## src/rtl/sobel_pkg.sv

```systemverilog
// sobel_pkg: shared types, request codes and saturation helper for the Sobel frame sequencer
package sobel_pkg;
  typedef enum logic [2:0] {IDLE, FETCH, CALC, WRITE, DONE} state_t;
  typedef logic [8:0][7:0] window_t;
  localparam logic [1:0] INSTR_IDLE  = 2'b00;
  localparam logic [1:0] INSTR_READ  = 2'b01;
  localparam logic [1:0] INSTR_WRITE = 2'b10;
  function automatic logic [7:0] sat8(input logic [11:0] m);
    return (m > 12'd255) ? 8'hFF : m[7:0];
  endfunction
endpackage

```

## src/rtl/sobel_kernel.sv

```systemverilog
// sobel_kernel: combinational 3x3 Sobel magnitude |Gx|+|Gy|, saturated to 8 bits
module sobel_kernel
  import sobel_pkg::*;
(
  input  window_t    win,
  output logic [7:0] mag
);
  logic [10:0] gx, gy, ax, ay;
  // Gx/Gy are formed as 11-bit two's complement; |G| never exceeds 1020
  always_comb begin
    gx = ({3'b0, win[2]} + {2'b0, win[5], 1'b0} + {3'b0, win[8]})
       - ({3'b0, win[0]} + {2'b0, win[3], 1'b0} + {3'b0, win[6]});
    gy = ({3'b0, win[6]} + {2'b0, win[7], 1'b0} + {3'b0, win[8]})
       - ({3'b0, win[0]} + {2'b0, win[1], 1'b0} + {3'b0, win[2]});
    ax = gx[10] ? -gx : gx;
    ay = gy[10] ? -gy : gy;
    mag = sat8({1'b0, ax} + {1'b0, ay});
  end
endmodule

```

## src/rtl/sobel_frame_sequencer.sv

```systemverilog
// sobel_frame_sequencer: walks a frame, fetches 3x3 windows, writes saturated Sobel magnitudes
// Define SOBEL_WINDOW_REUSE_EN to shift the window within a row and fetch only the new right column.
module sobel_frame_sequencer
  import sobel_pkg::*;
#(
  parameter int IMG_W    = 8,
  parameter int IMG_H    = 8,
  parameter int SRC_BASE = 0,
  parameter int DST_BASE = 64
) (
  input  logic       clk,
  input  logic       rst,
  input  logic       start,
  input  logic       read_data_done,
  input  logic [7:0] data_r_o,
  input  logic       write_done,
  output logic       start_read,
  output logic [7:0] addr_r_mc,
  output logic       start_write,
  output logic [7:0] addr_w_mc,
  output logic [7:0] data_w,
  output logic       active,
  output logic       frame_done
);
`ifdef SOBEL_WINDOW_REUSE_EN
  localparam bit REUSE = 1'b1;
`else
  localparam bit REUSE = 1'b0;
`endif
  localparam int SRC_END = SRC_BASE + IMG_W * IMG_H;
  localparam int DST_END = DST_BASE + (IMG_W - 2) * (IMG_H - 2);
  if (IMG_W < 3 || IMG_H < 3 || SRC_END > 256 || DST_END > 256 ||
      !(SRC_END <= DST_BASE || DST_END <= SRC_BASE)) begin : g_bad_cfg
    $error("sobel_frame_sequencer: invalid image geometry or overlapping buffers");
  end
  state_t state, state_n;
  window_t win;
  logic [7:0] r, c, res, mag8, src_addr, dst_addr;
  logic [1:0] kr, kc, instr;
  logic [3:0] tap;
  logic narrow, last_tap, last_col, last_row;
  sobel_kernel u_kernel (.win(win), .mag(mag8));
  assign tap      = {2'b0, kr} * 4'd3 + {2'b0, kc};
  assign last_tap = kr == 2'd2 && kc == 2'd2;
  assign last_col = c == 8'(IMG_W - 2);
  assign last_row = r == 8'(IMG_H - 2);
  assign src_addr = 8'(SRC_BASE + (int'(r) + int'(kr) - 1) * IMG_W + int'(c) + int'(kc) - 1);
  assign dst_addr = 8'(DST_BASE + (int'(r) - 1) * (IMG_W - 2) + int'(c) - 1);
  always_comb begin
    state_n = state;
    case (state)
      IDLE:    state_n = start ? FETCH : IDLE;
      FETCH:   state_n = (read_data_done && last_tap) ? CALC : FETCH;
      CALC:    state_n = WRITE;
      WRITE:   state_n = write_done ? ((last_col && last_row) ? DONE : FETCH) : WRITE;
      DONE:    state_n = IDLE;
      default: state_n = IDLE;
    endcase
    instr       = (state == FETCH) ? INSTR_READ : (state == WRITE) ? INSTR_WRITE : INSTR_IDLE;
    start_read  = instr == INSTR_READ;
    start_write = instr == INSTR_WRITE;
    addr_r_mc   = start_read ? src_addr : 8'h00;
    addr_w_mc   = start_write ? dst_addr : 8'h00;
    data_w      = start_write ? res : 8'h00;
    active      = state != IDLE;
    frame_done  = state == DONE;
  end
  always_ff @(posedge clk) begin
    if (rst) begin
      state  <= IDLE;
      win    <= '0;
      r      <= '0;
      c      <= '0;
      kr     <= '0;
      kc     <= '0;
      narrow <= 1'b0;
      res    <= '0;
    end else begin
      state <= state_n;
      case (state)
        IDLE: if (start) begin
          r      <= 8'd1;
          c      <= 8'd1;
          kr     <= '0;
          kc     <= '0;
          narrow <= 1'b0;
        end
        FETCH: if (read_data_done) begin
          win[tap] <= data_r_o;
          if (narrow || kc == 2'd2) begin
            kr <= kr + 2'd1;
            kc <= narrow ? 2'd2 : 2'd0;
          end else kc <= kc + 2'd1;
        end
        CALC: res <= mag8;
        WRITE: if (write_done) begin
          kr <= '0;
          if (last_col) begin
            c      <= 8'd1;
            r      <= r + 8'd1;
            kc     <= '0;
            narrow <= 1'b0;
          end else begin
            c      <= c + 8'd1;
            kc     <= REUSE ? 2'd2 : 2'd0;
            narrow <= REUSE;
            // slide the window left so only the right column needs refetching
            if (REUSE) begin
              win[0] <= win[1];
              win[1] <= win[2];
              win[3] <= win[4];
              win[4] <= win[5];
              win[6] <= win[7];
              win[7] <= win[8];
            end
          end
        end
        DONE: begin
          r <= '0;
          c <= '0;
        end
        default: ;
      endcase
    end
  end
endmodule

```

## config.mk

```make
export PLATFORM = sky130hd
export DESIGN_NAME = sobel_frame_sequencer
export DESIGN_NICKNAME = d
export VERILOG_FILES = /design/src/rtl/sobel_pkg.sv /design/src/rtl/sobel_kernel.sv /design/src/rtl/sobel_frame_sequencer.sv
export SDC_FILE = /design/constraint.sdc
export NUM_CORES = 1
export LEC_CHECK = 0
export BUFFER_PORTS_ARGS = -buffer_cell sky130_fd_sc_hd__buf_2
export CAP_MARGIN = 20
export CELL_PAD_IN_SITES_DETAIL_PLACEMENT = 2
export CELL_PAD_IN_SITES_GLOBAL_PLACEMENT = 2
export CORE_MARGIN = 4
export CORE_UTILIZATION = 35
export CTS_CLUSTER_DIAMETER = 100
export DETAILED_ROUTE_END_ITERATION = 10
export PLACE_DENSITY = 0.82
export SLEW_MARGIN = 20
export SYNTH_ARGS = -nofsm -noshare
export SYNTH_HDL_FRONTEND = slang
export SYNTH_HIERARCHICAL = 1
export SYNTH_SLANG_ARGS = --single-unit
```

## constraint.sdc

```tcl
create_clock -name clk -period 8.3 [get_ports clk]
set_input_delay 1.66 -clock clk [delete_from_list [all_inputs] [get_ports clk]]
set_output_delay 1.66 -clock clk [all_outputs]
set_load 0.02 [all_outputs]
```

Word level (Yosys, flattened, before mapping)
Index checks and enable logic that the tools add are counted.

operators by class
  add/sub/neg operators = 27
  $mul = 2
  divide/modulo/power cells = 0
  $lt $le $gt $ge = 3
  equality and inequality tests = 15
  shift operators = 0
  mux-type cells = 35
  bitwise gates (word level) = 0
  reduce and logical (&&, ||, !) cells = 16

operators by type and width
  operator                                                         number
  2-to-1 mux 8 bit                                                 10
  bitwise mux 72 bit                                               1
  case mux 8 bit (3 select lines)                                  2
  adder 11 x 8 -> 11 bit                                           4
  adder 8 x 9 -> 10 bit                                            4
  demux 8 bit (select 4 bit)                                       1
  2-to-1 mux 11 bit                                                2
  negation 11 bit                                                  2
  subtractor 11 bit                                                2
  2-to-1 mux 2 bit                                                 10
  adder 8 x 1 -> 8 bit (second input constant)                     2
  adder 8 bit                                                      2
  equality test 8 x 3 -> 1 bit (second input constant)             2
  subtractor 8 x 2 -> 8 bit (second input constant)                2
  adder 11 x 11 -> 12 bit                                          1
  greater-than comparator 12 x 8 -> 1 bit (second input constant)  1
  case mux 2 bit (3 select lines)                                  2
  case mux 3 bit (4 select lines)                                  1
  multiplier 9 x 3 -> 7 bit (second input constant)                1
  nonzero test 3 bit                                               3
  subtractor 8 x 1 -> 9 bit (second input constant)                1
  adder 8 x 3 -> 8 bit                                             1
  adder 8 bit (first input constant)                               1
  != test 2 bit (second input constant)                            4
  24 further kinds                                                 36

word-level totals
  bits in registers = 104
  latch bits = 0
  bits in writable memories = 0
  memory bits (read-only) = 0
  bits of input ports = 13
  output and inout port bits = 28
  word-level logic and storage cells = 114
  memories = 0

Logic depth before layout (Yosys ltp)
Gate-level depths: netlist of the first run.

  word-level depth = 8
  depth in mapped cells = 23
  mapped depth without buffers = 23

Cells and area by module
Netlist of the first run, hierarchy kept.

by module, submodules not included
  module                 instances  cells each  area each (sq um)  sequential area each (sq um)
  sobel_frame_sequencer  1          632         5614.1             2062.0
  sobel_kernel           1          405         3359.5             0.0

Worst setup path before layout of the first run
No wires, ideal clock.

  kind = flip-flop to flip-flop
  start = register win[3] in the netlist's numbering
  end = register res[5]
  library setup time = 128 ps
  arrival = 5575 ps
  data required time = 8172 ps
  slack = 2597 ps
  cell stages (with the launch flop) = 22
  path buffers = 0
  period minus slack after synthesis = 5703 ps
  cell sequence = dfxtp_1 > inv_1 > fa_1 > fa_1 > inv_1 > fa_1 > inv_1 > ha_1 > o211ai_1 > o21ai_0 > a21boi_0 > o21ai_1 > mux2_2 > fa_1 > a21oi_1 > o21ai_0 > a21oi_1 > mux2_2 > nor4_4 > nand3_1 > mux2i_1 > nor2_1

on the way
  longest elaborated chain between the ends = 8
  elaborated cells between the ends (all ways) = 13
  those cells by class = 9 x add/sub; 1 x order compare; 3 x mux

ends and longest elaborated chain
  element                                           line                                    RTL
  start, declared                                   sobel_frame_sequencer.sv:37             window_t win;
  start signal, assigned by index                   sobel_frame_sequencer.sv:89             win[tap] <= data_r_o;
  adder 8 x 9 -> 10 bit, on equally long branches   sobel_kernel.sv:12, sobel_kernel.sv:14
  adder 11 x 8 -> 11 bit, on equally long branches  sobel_kernel.sv:12, sobel_kernel.sv:14
  subtractor 11 bit, on equally long branches       sobel_kernel.sv:12, sobel_kernel.sv:14
  negation 11 bit, on equally long branches         sobel_kernel.sv:15, sobel_kernel.sv:16
  2-to-1 mux 11 bit, on equally long branches       sobel_kernel.sv:15, sobel_kernel.sv:16
  adder 11 x 11 -> 12 bit (*)                       sobel_kernel.sv:17                      mag = sat8({1'b0, ax} + {1'b0, ay});
  greater-than comparator 12 x 8 -> 1 bit           sobel_pkg.sv:9                          return (m > 12'd255) ? 8'hFF : m[7:0];
  2-to-1 mux 8 bit (*)                              sobel_pkg.sv:9
  via mag8[5]                                       sobel_frame_sequencer.sv:38             logic [7:0] r, c, res, mag8, src_addr, dst_addr;
  end signal, assigned                              sobel_frame_sequencer.sv:95             CALC: res <= mag8;
  end, declared                                     sobel_frame_sequencer.sv:38

The timed path passes the listed nets; every way through them passes the cells marked *.
A chain may end at the register's enable or synchronous reset.

Worst setup path after layout of the first run
  start = register win[3] in the netlist's numbering
  end = register res[2]

The elaborated chain is that of the path after synthesis.

==> results of run 1 <==
==> sequential cells by signal, indices dropped and copies added (netlist names) <==
register / cells
c: 8
kc: 2
kr: 2
r: 8
res: 8
state: 3
win: 64
==> routing by layer <==
metal  routed length, µm  vias up  global-route usage (%)
li1                    -     3283                       -
met1               12400     3485                    25.7
met2               13000       74                    33.6
met3                 611       18                    2.07
met4                 293        0                    3.98
met5                   0        -                       0
==> power by group through the flow <==
stage | combinational [µW] | clock, µW | sequential (µW)
after CTS | 1080 | 436 | 464
after floorplan | 818 | 0 | 472
after detailed placement | 1070 | 0 | 474
final | 1070 | 423 | 464
after global placement | 1030 | 0 | 474
after global routing | 1200 | 451 | 465
==> final cells by class <==
class,count,share of cell area (%)
flip-flops and latches,95,20.1
inverters,188,7.47
clock buffers,10,2.53
multi-input cells,686,62.8
repair buffers,42,2.28
well taps,324,4.29
clock inverters,6,0.464
==> per-stage QoR <==
| step | setup slack, ns | utilization (%) |
|---|---|---|
| after detailed placement | 1.67 | 37.6 |
| after CTS | 1.53 | 38.7 |
| after floorplan | 2.60 | - |
| after global routing | 1.11 | 38.7 |
| final | 1.51 | 38.7 |
| after global placement | 2.08 | 37.6 |
==> final timing paths <==
kind              slack, ns      to  cells after the start
setup / recovery       1.51  res[2]                     21
hold / removal         0.47  win[6]                      2
setup reg to reg       1.51  res[2]                     21
hold reg to reg        0.47  win[6]                      2
==> worst register-to-register path, stage by stage (launching register included) <==
cell and delay, ns:
dfxtp_1 0.35, inv_1 0.12, fa_1 0.57, fa_1 0.56, inv_1 0.05, fa_1 0.53
inv_1 0.05, ha_1 0.37, o211ai_1 0.18, o21ai_0 0.34, a21boi_0 0.25, o21ai_1 0.54
mux2_2 0.45, fa_1 0.45, a21oi_1 0.21, o21ai_0 0.10, a21oi_1 0.29, mux2_2 0.41
nor4_4 0.43, nand3_1 0.15, mux2i_1 0.21, nor2_1 0.05
==> key figures, run 1 <==
Outcome
  – Outcome: finished, final reports clean

Critical path
  – CP arrival: 7.02 ns
  – CP most frequent cell: fa_1
  – Worst EP required: 8.53 ns
  – Max stage delay on crit path: 0.57 ns
  – Buf+Inv Stages, Crit Path: 3
  – CP Max Fanout: 8
  – Startpoint Class: flip-flop
  – Delay-heaviest family, CP: adder cells
  – WS Path Type: reg2reg
  – Cell Chain, Critical Path: inv_1, fa_1, fa_1, inv_1, fa_1, inv_1, ha_1, o211ai_1, o21ai_0, a21boi_0, o21ai_1, mux2_2, fa_1, a21oi_1, o21ai_0, a21oi_1, mux2_2, nor4_4, nand3_1, mux2i_1, nor2_1
  – CP startpoint: win[3]
  – Setup crit end kind: flip-flop
  – Worst flop-to-flop path startpoint: win[3]
  – Slowest library cell on the worst path: fa_1

Synthesis
  – Syn Inst Count: 1004
  – Synth Net Count: 1171
  – Cell area after synthesis: 8700 µm²
  – Post-Syn Area per Cell: 8.66 µm²
  – Number of warnings issued by yosys: 6

Cells and area
  – Ratio of cells with drive above 1 in the final layout: 7.50%
  – Most common cell after layout, fill and taps aside: inv_1
  – Layout Cells excl Fill: 1351
  – Commonest non-fill, non-tap cells in the layout: inv_1, nor2_1, dfxtp_1, ha_1, fa_1
  – Area of the multi-input gates: 5940 µm²
  – Register Area: 1900 µm²
  – # nets final: 1189
  – Final Cell Area: 9450 µm²
  – Layout area overhead: 8.59%
  – Antenna cell count: 0
  – Number of fill cells in the layout: 2775

STA
  – Max Slew Vio Count: 0
  – Slew at the pin with the worst max-slew slack: 1.02 ns
  – Clock skew: 0.0112 ns
  – Setup TNS: 0 ns
  – Slew HR: 31.9%
  – Hold violation total from the final report: 0
  – Final Setup Violations: 0
  – Unrepaired setup endpoints after global routing: no
  – F_max: 0.147 GHz
  – Post-layout min period: 6.79 ns
  – WHS: 0.473 ns
  – Period Utilization, post-route: 81.9%

Power
  – Clock power share: 21.6%
  – Switching part of the total: 44.2%
  – Pwr Total: 1960 µW
  – Leak pwr: 0.00441 µW
  – Logic pwr share: 54.8%
  – Max VDD drop: 0.169 mV
  – Int Pwr: 1090 µW
  – PwrDens: 208 nW/µm²
  – Sw Pwr: 867 µW
  – Reg power frac: 23.7%

Placement
  – DP Area: 9160 µm²
  – I/O Buffers: 40
  – Inst Count DP: 1335
  – Final Wtd Congestion: 0.799
  – Detailed Place HPWL: 20200 µm

Clock tree
  – H-Tree Depth: 3
  – Clock latency on the worst-skew pair: 0.36 ns
  – Post-CTS Setup Inserts: 0
  – # clock sinks: 95
  – # hold bufs at CTS: 0
  – Clock Path Buffers: 2
  – Clock tree from TritonCTS: built
  – Clock transition at the registers of the reported paths: 0.07 ns
  – Post-CTS sizing: 0
  – Clock root buffer: clkbuf_16
  – CTS buffer count: 9

Flow run
  – # Max-Cap Violations: 0

Floorplanning
  – Die Y: 166 µm
  – Die area: 27400 µm²
  – Top-Level Pins: 41
  – Die X-Extent: 166 µm
  – Rows: 57
  – Core footprint: 24400 µm²
  – Initial Utilization: 35.7%

Route
  – Vias: 6860
  – Post-route DRC: 0
  – DRT antenna net count: 0
  – Routed WL per cell: 19.5 µm
  – Total Wirelength: 26300 µm
  – Via density: 5.08
  – 1st-pass router iterations: 4
  – Initial DRC Count: 323

GRT
  – Antenna violations before repair: 0
  – Vias in the first global route: 7770
  – Pin count of the biggest net entering global routing: 47
  – Global route overflow: 0
  – First-pass GRT wire length: 42600 µm
  – GRT Total Usage: 19.2%

Worst hold path
  – Hold crit path type: reg2reg
  – Hold Path Origin: win[6]
Power figures use the tool's default switching activity.
==> run 2: changes to the inputs <==
- PLACE_DENSITY: 0.82 -> 0.85
- clock period: 8.3 -> 5.7 ns (I/O delays scaled with it)
==> key figures, run 2 (synthesis gave the netlist of run 1 again) <==
Outcome
  – Outcome: complete, but fails checks
  – Failing checks: setup timing

STA
  – WHS: 0.481 ns (+0.00804 ns)
  – Final Setup Violations: 8 (+8)
  – Max Slew Vio Count: 0 (unchanged)
  – Post-layout min period: 6.24 ns (-0.552 ns)
  – Hold violation total from the final report: 0 (unchanged)
  – Slew HR: 35.1% (+3.3 points)
  – Clock skew: 0.0108 ns (-0.000368 ns)
  – F_max: 0.160 GHz (+8.9%)
  – Setup slack after layout: -0.541 ns (-2.05 ns)
  – Unrepaired setup endpoints after global routing: yes
  – Slew at the pin with the worst max-slew slack: 0.968 ns (-0.0487 ns)
  – Period Utilization, post-route: 109% (+28 points)

Critical path
  – CP Max Fanout: 8 (unchanged)
  – Startpoint Class: flip-flop
  – WS Path Type: reg2reg
  – Setup crit end kind: flip-flop
  – Worst EP required: 5.96 ns (-2.57 ns)
  – CP arrival: 6.50 ns (-0.52 ns)

GRT
  – Antenna violations before repair: 1 (+1)
  – Vias in the first global route: 9525 (+23%)
  – Global route overflow: 0 (unchanged)
  – First-pass GRT wire length: 63000 µm (+48%)
  – GRT Total Usage: 30.2% (+11 points)
  – Pin count of the biggest net entering global routing: 46 (-2.1%)

Route
  – DRT antenna net count: 0 (unchanged)
  – Post-route DRC: 0 (unchanged)
  – Via density: 5.89 (+16%)
  – Routed WL per cell: 32.1 µm (+65%)
  – Vias: 8493 (+24%)
  – Total Wirelength: 46200 µm (+76%)
  – Initial DRC Count: 637 (+97%)
  – 1st-pass router iterations: 5 (+1)

Clock tree
  – Clock transition at the registers of the reported paths: 0.08 ns (about the same)
  – Clock tree from TritonCTS: built
  – Clock root buffer: clkbuf_16
  – Clock latency on the worst-skew pair: 0.38 ns (+0.02 ns)
  – # hold bufs at CTS: 0 (unchanged)
  – # clock sinks: 95 (unchanged)
  – Clock Path Buffers: 2 (unchanged)
  – H-Tree Depth: 3 (unchanged)
  – CTS buffer count: 9 (unchanged)

Power
  – PwrDens: 401 nW/µm² (+93%)
  – Leak pwr: 0.00503 µW (+14%)
  – Max VDD drop: 0.410 mV (+140%)

Cells and area
  – Most common cell after layout, fill and taps aside: inv_1
  – Layout area overhead: 26.2%
  – Max reg flops: 64 (unchanged)
  – Register with the most flip-flops: win
  – Layout Cells excl Fill: 1441 (+6.7%)
  – Commonest non-fill, non-tap cells in the layout: inv_1, nor2_1, buf_4, ha_1, dfxtp_1
  – Ratio of cells with drive above 1 in the final layout: 27.8% (+20 points)
  – # nets final: 1278 (+7.5%)

Floorplanning
  – Initial Utilization: 35.7% (unchanged)
  – Die Y: 166 µm (unchanged)
  – Die X-Extent: 166 µm (unchanged)
  – Rows: 57 (unchanged)
  – Top-Level Pins: 41 (unchanged)
  – Die area: 27400 µm² (unchanged)
  – Core footprint: 24400 µm² (unchanged)

Worst hold path
  – Hold crit path type: reg2reg

Placement
  – I/O Buffers: 40 (unchanged)
  – Inst Count DP: 1396 (+4.6%)
  – Final Wtd Congestion: 0.819 (+2.5%)
  – Detailed Place HPWL: 24100 µm (+20%)

Flow run
  – # Max-Cap Violations: 0 (unchanged)
## run 2: power breakdown
group | switching (µW) | internal [µW]
Clock | 338 | 392
Sequential | 9.56 | 668
Combinational | 1650 | 1350
## run 2: layout make-up
type / count / area (µm²)
inverter: 188 / 706
fill: 2604 / 13400
timing repair buffer: 131 / 926
tap: 324 / 405
clock buffer: 9 / 225
multi-input combinational: 686 / 6670
antenna: 1 / 2.50
clock inverter: 7 / 103
sequential: 95 / 1940
## run 2: worst paths after layout
kind              startpoint  endpoint  slack [ns]  cells past startpoint
hold / removal        win[3]    win[3]        0.48                      2
setup / recovery     win[50]    res[0]       -0.54                     24
setup reg to reg     win[50]    res[0]       -0.54                     24
hold reg to reg       win[3]    win[3]        0.48                      2
## run 2: critical path, stage by stage, from the launching register on
cell	delay [ns]
dfxtp_2	0.38
inv_1	0.10
fa_2	0.64
fa_1	0.47
fa_2	0.61
inv_1	0.10
fa_2	0.43
nand2b_4	0.20
a21oi_4	0.19
xnor2_1	0.18
buf_4	0.18
buf_4	0.12
nand4_1	0.14
o21ai_2	0.20
xnor2_2	0.09
ha_1	0.35
a21oi_2	0.09
o211a_4	0.25
a2111oi_4	0.39
o2111ai_2	0.19
nor4_4	0.22
buf_6	0.19
nand3b_1	0.12
mux2i_1	0.22
nor2_1	0.08
## run 2: repair_timing
action                     CTS  global route
hold endpoints to repair     0             0
pin swaps                   61            62
setup buffers               10            18
gates resized for setup    110            76
setup endpoints to repair    8             9
## run 2: routing by layer
metal | GRT usage (%) | vias up | wire, µm | share of wire (%)
li1 | - | 3455 | - | -
met1 | 33.1 | 4360 | 17300 | 37
met2 | 53.8 | 460 | 22900 | 50
met3 | 6.41 | 218 | 2510 | 5.4
met4 | 17.6 | 0 | 3520 | 7.6
met5 | 0 | - | 0 | 0
## run 2: per-stage QoR
stage                     cell area [µm²]  setup slack (ns)  setup TNS [ns]  power [µW]  utilization, %
after detailed placement             9630            -0.532           -3.96        2620            39.5
after CTS                           10500            -0.101          -0.553        3660            42.9
final                               11000            -0.541           -3.62        4400            45.0
after floorplan                      8700            0.0648               0        1880               -
after global placement               9630            -0.111          -0.822        2480            39.5
after global routing                11000            -0.663           -4.81        4590            45.0
